### src/rtl/piso_pkg.sv
// piso_tx shared definitions: state encoding and default word width.
// Imported by the transmitter top.
package piso_pkg;

  localparam logic ST_IDLE  = 1'b0;
  localparam logic ST_SHIFT = 1'b1;

  localparam int DEF_WIDTH = 4;

  typedef enum logic {
    IDLE  = ST_IDLE,
    SHIFT = ST_SHIFT
  } state_t;

endpackage

### src/rtl/piso_tx.sv
// piso_tx: loads a WIDTH-bit word on a valid/ready handshake, shifts it MSB first.
// Ports: clk, rst (async low), din/load_valid/load_ready in, s_out/s_valid/s_last out.
module piso_tx
  import piso_pkg::*;
#(
  parameter int WIDTH = DEF_WIDTH
) (
  input  logic             clk,
  input  logic             rst,
  input  logic [WIDTH-1:0] din,
  input  logic             load_valid,
  output logic             load_ready,
  output logic             s_out,
  output logic             s_valid,
  output logic             s_last
);

  localparam int CW = $clog2(WIDTH);
  localparam logic [CW-1:0] CLAST = CW'(WIDTH - 1);

  state_t          state;
  state_t          state_n;
  logic [WIDTH-1:0] sreg;
  logic [WIDTH-1:0] sreg_n;
  logic [CW-1:0]   cnt;
  logic [CW-1:0]   cnt_n;
  logic            at_last;
  logic            accept;

  always_ff @(posedge clk or negedge rst) begin
    if (!rst) begin
      state <= IDLE;
      sreg  <= '0;
      cnt   <= '0;
    end else begin
      state <= state_n;
      sreg  <= sreg_n;
      cnt   <= cnt_n;
    end
  end

  // A load on the final bit wins over the return to IDLE,
  // so words stream without a gap.
  always_comb begin
    at_last    = (cnt == CLAST);
    s_valid    = (state == SHIFT);
    s_last     = s_valid && at_last;
    load_ready = !s_valid || at_last;
    s_out      = sreg[WIDTH-1];
    accept     = load_valid && load_ready;

    state_n = state;
    sreg_n  = sreg;
    cnt_n   = cnt;

    if (accept) begin
      state_n = SHIFT;
      sreg_n  = din;
      cnt_n   = '0;
    end else if (s_last) begin
      state_n = IDLE;
      sreg_n  = '0;
      cnt_n   = '0;
    end else if (s_valid) begin
      sreg_n = {sreg[WIDTH-2:0], 1'b0};
      cnt_n  = cnt + CW'(1);
    end
  end

endmodule

### config.mk
export PLATFORM = sky130hd
export DESIGN_NAME = piso_tx
export DESIGN_NICKNAME = d
export VERILOG_FILES = /design/src/rtl/piso_pkg.sv /design/src/rtl/piso_tx.sv
export SDC_FILE = /design/constraint.sdc
export NUM_CORES = 1
export LEC_CHECK = 0
export CAP_MARGIN = 25
export CELL_PAD_IN_SITES_DETAIL_PLACEMENT = 0
export CELL_PAD_IN_SITES_GLOBAL_PLACEMENT = 1
export CORE_AREA = 3 3 40 42
export CTS_CLUSTER_DIAMETER = 40
export CTS_CLUSTER_SIZE = 14
export DETAILED_ROUTE_END_ITERATION = 16
export DIE_AREA = 0 0 43 45
export PLACE_DENSITY_LB_ADDON = 0.1
export SLEW_MARGIN = 20
export SYNTH_ARGS = -nofsm -noshare
export SYNTH_HDL_FRONTEND = slang
export SYNTH_SLANG_ARGS = --single-unit
### constraint.sdc
create_clock -name clk -period 2.8 [get_ports clk]
set_input_delay 0.56 -clock clk [delete_from_list [all_inputs] [get_ports clk]]
set_output_delay 0.56 -clock clk [all_outputs]
set_load 0.02 [all_outputs]
# --- After elaboration in Yosys (flattened, before gate mapping) ---
# Cells that the tools add are included.
op_classes:
  addsub: 1
  n_mul: 0
  div_mod_pow: 0
  order_cmp: 0
  n_eq_ne: 1
  n_shift: 0
  mux: 8
  n_bitwise: 0
  reduce_logical: 6
ops:
  columns: ["operator", "n"]
  rows:
  - ["$mux W4", 3]
  - ["$mux W2", 3]
  - ["$reduce_bool A3 Y1", 1]
  - ["$add A2 B1 Y2 const B", 1]
  - ["$eq A2 B2 Y1 const B", 1]
  - ["$logic_and A1 B1 Y1", 2]
  - ["$mux W1", 2]
  - ["$reduce_bool A2 Y1", 1]
  - ["$logic_not A1 Y1", 1]
  - ["$logic_or A1 B1 Y1", 1]
word_totals:
  reg_bits: 7
  latch_bits: 0
  ram_bits: 0
  rom_bits: 0
  inputBits: 7
  out_inout_bits: 4
  wordCells: 19
  n_memories: 0

# --- Depth between registers and ports, before layout ---
depth:
  depth_word: 4
  ltp_mapped: 3

# --- Least setup slack after synthesis ---
# Ideal clock, no wire load.
synth_timing:
  path_type: "reg-to-output"
  startpoint: "reg state (netlist: s_valid)"
  endpoint: "out s_last"
  t_arrival_ns: 0.900
  required_ns: 2.240
  path_slack_ns: 1.340
  path_stages_with_launch: 3
  cell_sequence: "dfrtp_1 -> buf_2 -> and2_1"
synth_between:
  elab_chain_len: 1
synth_rtl:
  columns: ["element", "line", "source"]
  rows:
  - ["start, declared", "piso_tx.sv:21", "state_t state;"]
  - ["start signal, assigned", "piso_tx.sv:36", "state <= state_n;"]
  - ["$logic_and A1 B1 Y1", "piso_tx.sv:47", "s_last = s_valid && at_last;"]
  - ["end, declared", "piso_tx.sv:15", "output logic s_last"]
# No other way between the ends.

# --- Worst setup path in the final report ---
layout_timing:
  startpoint: "reg cnt[0]"
  endpoint: "out load_ready"
layout_between:
  elab_chain_len: 2
layout_rtl:
  columns: ["element", "line", "source"]
  rows:
  - ["start, declared", "piso_tx.sv:25", "logic [CW-1:0] cnt;"]
  - ["start signal, assigned", "piso_tx.sv:38", "cnt <= cnt_n;"]
  - ["$eq A2 B2 Y1", "piso_tx.sv:45", "at_last = (cnt == CLAST);"]
  - ["$logic_or A1 B1 Y1", "piso_tx.sv:48", "load_ready = !s_valid || at_last;"]
  - ["end, declared", "piso_tx.sv:12", "output logic load_ready,"]
# No other way between the ends.

==> impl_metrics.tcl <==
set metrics [dict create \
    status "completed" \
    p_per_area_nw_per_um2 973 \
    maxCapViolCount 0 \
    cts.repair.resized 0 \
    ios 11 \
    final_util_pct 38.5 \
    rows 13 \
    path_max_fanout 8 \
    async_flop_share_pct 100 \
    clock.fmax_ghz 0.430 \
    wl_per_cell_um 12.6 \
    fp.dieArea_sq_um 1940 \
    reg2reg_slack_ps 1620 \
    synth_top_area_cell "dfrtp_1" \
    dr.pass1.iters 4 \
    tns_ps 0 \
    drt-vias-per-instance 4.80 \
    grt_max_degree 12 \
    start_kind "flip-flop" \
    seqCellArea_sq_um 175 \
    clk_pin_slew_worst_paths_ps 60 \
    synthTopCellsByCount "dfrtp_1 (7), mux2i_1 (4), nand3_1 (4)" \
    clock_latency_ps 250 \
    synth_cell_types 16 \
    min_path_type "reg -> reg" \
    post_dp_cell_area_sq_um 468 \
    grt_overflow 0 \
    fin_crit_sh_pct 83.1 \
    worst_ep_arrival_time_ps 1770 \
    skew_ps 6.22 \
    cts.sinks 7 \
    max-slew-margin-rel_pct 67.5 \
    hold_buffers 0 \
    period_needed_ps 2330 \
    grt_pass1_vias 278 \
    num_antenna_cells 0 \
    synth_warnings 0 \
    cts_setup_buffers 0 \
    htree_levels 1 \
    cts_root_buffer "clkbuf_4" \
    ir_drop_mv 0.350 \
    die_w_um 43 \
    rsz0062_at_grt "false" \
    ys_seq_elements 7 \
    grt_antenna_before_repair 0 \
    initial_core_util_pct 28.4 \
    nets 54 \
    cts_tree "done" \
    grt.total_usage_pct 9.40 \
    synth.most_common_cell "dfrtp_1" \
    io_buffers 10 \
    synth_top_area_share_pct 47.9 \
    cts.path.max_buffers 2 \
    ys.flop_type "dfrtp_1" \
    drive_above_1_share_pct 11.1 \
    synth.area.top_cells "dfrtp_1 (48%), mux2i_1 (11%), o221ai_1 (7.2%)" \
    seq_area_frac_synth_pct 47.9 \
    fp.dieH_um 45 \
    syn_inst 33 \
    finalHoldViolations 0 \
    p_leak_nw 0.213 \
    core_sq_um 1280 \
    drt_wl_total_um 755 \
    cp.required_ps 2240 \
    cts_inserted_buffers 3 \
    synth_fp_nets 41 \
    grt_first_pass_wirelength_um 1280 \
    multi_input_area_sq_um 163 \
    crit_path_end_kind "output port" \
    finalSetupViolCount 0 \
    detail-route-antenna-nets 0 \
    area_growth_pct 35.3 \
    post-route-drc-count 0 \
    syn_area_sq_um 365 \
    routabilityCongestion 0.657 \
    worstSetupPathType "reg -> out" \
    dr.first_iter.drc_count 13 \
    synth_edf_count 0 \
    dp_hpwl_um 523 \
    fillers 134 \
    drv_slew 0 \
    syn_area_per_cell_sq_um 11.1 \
    vias 288 \
    worst_slew_pin_slew_ps 486 \
    design_area_sq_um 494 \
]
[cell families (layout without fill, tap and decap cells)]
family / count (synthesis) / in the layout / synth area share (%)
compound gates: 6 / 6 / 13.7
fa+ha+maj: 1 / 1 / 3.42
buf+inv: 5 / 17 / 7.53
flops: 7 / 7 / 47.9
mux: 4 / 4 / 11.0
simple gates: 10 / 10 / 16.4
[area by class of cell]
class / count / area share, %
flip-flops and latches: 7 / 35.4
inverters: 3 / 2.28
repair buffers: 10 / 20.3
clock buffers: 4 / 5.32
multi-input cells: 21 / 32.9
well taps: 15 / 3.80
[per-layer routing]
metal	share of wire, %	global-route usage, %
met1	50	12.6
met3	7.7	2.79
met4	0	7.23
met5	0	0
met2	42	12.6
[report_power, final]
| group | leakage, nW | internal [mW] | switching (mW) |
|---|---|---|---|
| combinational | 0.111 | 0.113 | 0.102 |
| clock | 0.0150 | 0.0544 | 0.0378 |
| sequential | 0.0872 | 0.140 | 0.0332 |
| total | 0.213 | 0.308 | 0.173 |
[worst max-delay path: stages, from the launching register on]
cell and delay (ps):
dfrtp_1 370, ha_1 320, nand2b_4 220, clkdlybuf4s50_1 610
[layout by cell type, fill, tap and decap left out]
cell	n
a22o_1	1
a32o_1	1
and2_1	1
clkbuf_1	1
clkbuf_4	3
clkdlybuf4s50_1	10
dfrtp_1	7
ha_1	1
inv_1	3
mux2i_1	4
nand2_2	1
nand2b_1	1
nand2b_4	1
nand3_1	4
nor2_1	2
o21ai_0	1
o221ai_1	3
[worst paths after layout]
check | from | to | cells past startpoint
worst max-delay path | cnt[0] | load_ready | 3
worst min-delay path | cnt[1] | cnt[1] | 1
worst max register to register | cnt[0] | sreg[2] | 3
worst min register to register | cnt[1] | cnt[1] | 1
max in group asynchronous | rst | sreg[0] | 1
min in group asynchronous | rst | s_valid | 1
[stage by stage]
stage | worst slack [ps] | power (mW) | cells | hold WS [ps]
2_1_floorplan | 1340 | 0.313 | 33 | 264
5_1_grt | 377 | 0.519 | 60 | 523
6_report | 473 | 0.481 | 60 | 499
3_5_place_dp | 738 | 0.392 | 56 | 495
4_1_cts | 455 | 0.490 | 60 | 508
3_3_place_gp | 780 | 0.388 | 56 | 491
[state kept, by name (all words and copies together) (netlist names)]
name     count
cnt          2
sreg         4
s_valid      1
Note: power is estimated with default switching activity, not from simulation.
